==> config.mk <==
export PLATFORM = sky130hd
export DESIGN_NAME = shift_right
export DESIGN_NICKNAME = d
export VERILOG_FILES = /design/src/rtl/shift_right.sv
export SDC_FILE = /design/constraint.sdc
export NUM_CORES = 1
export LEC_CHECK = 0
export CAP_MARGIN = 0
export CORE_ASPECT_RATIO = 0.6
export CORE_UTILIZATION = 30
export CTS_BUF_LIST = sky130_fd_sc_hd__clkbuf_8 sky130_fd_sc_hd__clkbuf_16
export DETAILED_ROUTE_END_ITERATION = 6
export GPL_TIMING_DRIVEN = 0
export PLACE_DENSITY_LB_ADDON = 0.12
export SLEW_MARGIN = 30
export SYNTH_ARGS = -nofsm -noshare
export SYNTH_HDL_FRONTEND = slang
export SYNTH_SLANG_ARGS = --single-unit
==> constraint.sdc <==
create_clock -name clk -period 1.66 [get_ports clk]
set_input_delay 0.166 -clock clk [delete_from_list [all_inputs] [get_ports clk]]
set_output_delay 0.166 -clock clk [all_outputs]
set_load 0.05 [all_outputs]
==> src/rtl/shift_right.sv <==
// -----------------------------------------------------------------------------
// shift_right
//
// Registered symbol-granular shifter. The packed input vector holds
// NUM_SYMBOLS symbols of SYMBOL_WIDTH bits each. Symbol k occupies
// bits [SYMBOL_WIDTH*(k+1)-1 : SYMBOL_WIDTH*k]. The vector is moved by
// 0..MAX_SHIFT symbol positions toward the high end. Vacated low-order slots
// are loaded with the fill symbol. Symbols shifted past the top are dropped
// and never wrap around. The result appears exactly one clock after sampling.
//
// Ports:
//   clk        rising-edge clock
//   rst        asynchronous, active-high reset (clears out and out_valid)
//   in         source vector, SYMBOL_WIDTH*NUM_SYMBOLS bits
//   shift      shift amount in symbols, SHIFT_WIDTH bits
//   fill       symbol written into every vacated slot
//   out_valid  high when out holds the result of a legal shift
//   out        shifted vector (registered)
//
// Parameter constraints:
//   MAX_SHIFT must be less than NUM_SYMBOLS.
//   MAX_SHIFT must be no greater than 2**SHIFT_WIDTH-1.
//
// Configuration macro:
//   SHIFT_RIGHT_HOLD_EN
//     Defined:   an illegal shift keeps the previous out value and drives
//                out_valid low.
//     Undefined: an illegal shift forces out to zero and drives out_valid low.
//                This is the default build.
// -----------------------------------------------------------------------------
module shift_right #(
    parameter int SYMBOL_WIDTH = 5,
    parameter int NUM_SYMBOLS  = 10,
    parameter int SHIFT_WIDTH  = 3,
    parameter int MAX_SHIFT    = 4
) (
    input  logic                                clk,
    input  logic                                rst,
    input  logic [SYMBOL_WIDTH*NUM_SYMBOLS-1:0] in,
    input  logic [SHIFT_WIDTH-1:0]              shift,
    input  logic [SYMBOL_WIDTH-1:0]             fill,
    output logic                                out_valid,
    output logic [SYMBOL_WIDTH*NUM_SYMBOLS-1:0] out
);

    localparam int VEC_W = SYMBOL_WIDTH * NUM_SYMBOLS;

    // Same width as shift, so the legality compare has no width mismatch.
    localparam logic [SHIFT_WIDTH-1:0] MAX_SHIFT_L = SHIFT_WIDTH'(MAX_SHIFT);

    logic [VEC_W-1:0] out_q;
    logic [VEC_W-1:0] out_d;
    logic             vld_q;
    logic             vld_d;

    logic             legal;
    logic [VEC_W-1:0] shifted;
    logic [VEC_W-1:0] fill_vec;
    logic [VEC_W-1:0] low_mask;

    assign legal = (shift <= MAX_SHIFT_L);

    // A whole-vector bit shift by shift*SYMBOL_WIDTH moves every symbol up by
    // shift slots and zero-fills the bottom. The mask has ones in the vacated
    // slots, and the replicated fill symbol is ORed into exactly those bits.
    // With shift = 0 the mask is all zeros, so fill has no effect.
    assign shifted  = in << (int'(shift) * SYMBOL_WIDTH);
    assign fill_vec = {NUM_SYMBOLS{fill}};
    assign low_mask = ~({VEC_W{1'b1}} << (int'(shift) * SYMBOL_WIDTH));

    always_comb begin
        out_d = '0;
        vld_d = 1'b0;
        if (legal) begin
            out_d = shifted | (fill_vec & low_mask);
            vld_d = 1'b1;
        end else begin
`ifdef SHIFT_RIGHT_HOLD_EN
            out_d = out_q;
`else
            out_d = '0;
`endif
        end
    end

    always_ff @(posedge clk or posedge rst) begin
        if (rst) begin
            out_q <= '0;
            vld_q <= 1'b0;
        end else begin
            out_q <= out_d;
            vld_q <= vld_d;
        end
    end

    assign out       = out_q;
    assign out_valid = vld_q;

endmodule

==> results.yml <==
worst_hold_path:
  holdCritPathClass: "input pin to async pin"
power:
  power_mw: 7.72
  p_int_mw: 4.12
  switching_share_pct: 46.7
  peakVddDrop_mv: 0.554
  clockPowerShare_pct: 13.5
  p_sw_mw: 3.61
  p_leak_nw: 3.96
  p_seq_share_pct: 19.2
  pwr-share-comb_pct: 67.3
  powerDensity_nw_per_um2: 767
critical_path:
  cp-start-kind: "input pin"
  worstSetupStartpoint: "shift[2]"
  crit_arrival_ns: 2.36
  worstPathRequired_ns: 1.83
  crit_type: "input pin to flip-flop"
  path_max_fanout: 7
  endpoint: "out[49]$_DFF_PP0_"
  endpoint_kind: "flip-flop"
sta:
  period_minus_slack_ns: 2.19
  max_freq_ghz: 0.456
  worstMarginPinSlew_ns: 0.882
  rsz0062_at_grt: "true"
  tns_ns: -16.78
  hold_violations: 0
  period_share_pct: 132
  final-max-slew-violation-count: 0
  max_slew_margin_pct: 41.2
  setup_ws_ns: -0.534
  setup_violations: 49
logic_synthesis:
  yosysWarnings: 0
  synth-seq-cells: 51
  synthTopCellsByArea: "dfrtp_1 (21%), mux4_2 (20%), mux2i_1 (9.2%)"
  yosysSeqAreaShare_pct: 21.0
  synth.largest_area_cell: "dfrtp_1"
  syn_nets: 727
  netlist.area_leader.share_pct: 21.0
  avgSynthCellArea_um2: 9.18
  syn_inst: 662
  synth_edf_count: 0
  ys.flop_type: "dfrtp_1"
  ys_async_sr_fraction_pct: 100
  synthDistinctLibCells: 65
  syn_area_um2: 6080
detailed_routing:
  route.detailed.wl_per_inst_um: 33.2
  num_vias: 7641
  drtIter0Drc: 1107
  firstDrtPassIters: 6
  detail-route-antenna-nets: 0
  vias_per_cell: 6.78
  drc_errors: 0
  routed_wirelength_um: 37400
global_route:
  grt_max_degree: 34
  grt_pass1_wl_um: 53900
  first_global_vias: 7407
  grt-ovfl-total: 0
  antenna_found_initial: 1
  grt_usage_pct: 36.4
floorplan:
  die-area_um2: 20900
  core_area_um2: 19400
  rows: 39
  ioPinCount: 111
  start_util_pct: 31.3
  dieHeight_um: 112
  die_w_um: 186
clocking:
  postCtsHoldBufs: 0
  path_clk_slew_ns: 0.07
  clock-sinks: 51
  cts_max_level: 2
  clockBufferDepth: 2
  cts_tree: "yes"
  cts-buffers-inserted: 5
  root_buffer: "clkbuf_16"
placed_design:
  dp_hpwl_um: 27900
  port_buffers: 108
  gp_congestion: 1.00
layout:
  antenna_cells: 0
  area_growth_pct: 65.6
  drive_gt1_share_pct: 46.3
  num-nets-final: 925
  fin_util_pct: 51.8
job:
  max_cap_violations: 0
status:
  status: "finished, violations left"
  failed_checks: "setup timing"
[synth_stat cells, drive strengths merged (4+ instances only)]
| cell type | number |
|---|---|
| and3 | 5 |
| inv | 10 |
| and2 | 9 |
| nor2b | 8 |
| mux2 | 18 |
| clkbuf | 35 |
| nor2 | 49 |
| nor3 | 8 |
| o22ai | 12 |
| a21oi | 43 |
| ha | 5 |
| o21ai | 38 |
| mux4 | 60 |
| a221oi | 6 |
| a211oi | 4 |
| buf | 33 |
| nand2 | 84 |
| dfrtp | 51 |
| a22o | 6 |
| nand3 | 16 |
| a311oi | 6 |
| a22oi | 23 |
| o211ai | 12 |
| a31oi | 6 |
| a2111oi | 4 |
| mux2i | 56 |
[layout make-up]
cell class | instances | area (µm²)
Fill cell | 1838 | 9350
Clock inverter | 3 | 22.5
Inverter | 12 | 67.6
Sequential cell | 51 | 1280
Clock buffer | 5 | 125
Timing Repair Buffer | 194 | 2010
Buffer | 65 | 790
Multi-Input combinational cell | 531 | 5440
Tap cell | 266 | 333
[worst max-delay path: stages]
cell	delay, ns
buf_8	0.11
ha_4	0.16
ha_4	0.25
buf_12	0.15
buf_12	0.13
buf_12	0.13
buf_12	0.14
nor2_4	0.23
a32oi_1	0.15
a21oi_1	0.29
a2111oi_4	0.11
a311oi_2	0.35
[layout by cell type (no fill, tap or decap), types with 9 or more instances in the layout]
cell             count
a21oi_1             26
a21oi_2             15
a22oi_1              9
a22oi_2             14
buf_12              22
buf_4               56
buf_6               24
buf_8               11
clkbuf_8            10
clkdlybuf4s50_1     69
dfrtp_1             51
dlygate4sd2_1       32
mux2_2              12
mux2i_1             35
mux2i_4             14
mux4_2              60
nand2_1             70
nand2_2             10
nand3_1             13
nor2_1              31
nor2_4              13
o211ai_1            12
o21ai_0             12
o21ai_1             18
[worst min path at each step]
stage | slack [ns] | end | start | depth (start not counted)
after floorplan | 0.32 | out[9]$_DFF_PP0_ | fill[4] | 2
after global placement | 0.70 | out[15]$_DFF_PP0_ | fill[0] | 3
after detailed placement | 0.52 | out[14]$_DFF_PP0_ | rst | 2
after CTS | 0.21 | out[14]$_DFF_PP0_ | rst | 2
after global routing | 0.22 | out[14]$_DFF_PP0_ | rst | 2
final | 0.18 | out[14]$_DFF_PP0_ | rst | 2
[state kept, by name, indices dropped and copies added, names as in the netlist]
signal / count
out: 50
out_valid: 1
[power by group through the flow]
stage	sequential [mW]	clock (mW)	combinational [mW]
finish	1.48	1.05	5.20
global route	1.50	1.15	5.31
global placement	1.50	0	3.86
CTS	1.48	1.07	4.80
floorplan	2.18	0	1.65
detailed placement	1.50	0	3.82
[layer usage]
metal | GRT usage, % | vias to the layer above | part of all wire (%)
li1 | - | 3010 | -
met1 | 54.0 | 3826 | 43
met2 | 46.7 | 728 | 38
met3 | 17.6 | 75 | 17
met4 | 7.32 | 2 | 2.2
met5 | 0 | - | 0.035
[timing repair]
action / 4_1_cts / 5_1_grt
pin swaps: 64 / 56
cloned: 7 / 0
endpoints found under the hold margin: 0 / 0
buffers inserted: 58 / 26
gates resized for setup: 335 / 90
setup endpoints to repair: 51 / 55
[through the flow]
step	instance area, µm²	hold slack [ns]	std cells	worst slack, ns
after floorplan	6310	0.323	662	-0.364
after global placement	7720	0.699	1036	-1.97
after detailed placement	7740	0.525	1037	-1.96
after CTS	9600	0.207	1106	-0.448
after global routing	10100	0.217	1127	-0.518
final	10100	0.182	1127	-0.534
[cell families after synthesis]
logic type / count (synthesis) / synth area share, %
adder cells (fa/ha/maj): 5 / 1.03
AND/OR/NAND/NOR: 189 / 13.6
multiplexers: 134 / 35.2
buffers and inverters: 80 / 6.36
flip-flops: 51 / 21.0
AO/OA/AOI/OAI: 203 / 22.8
(Power assumes the default switching activity.)
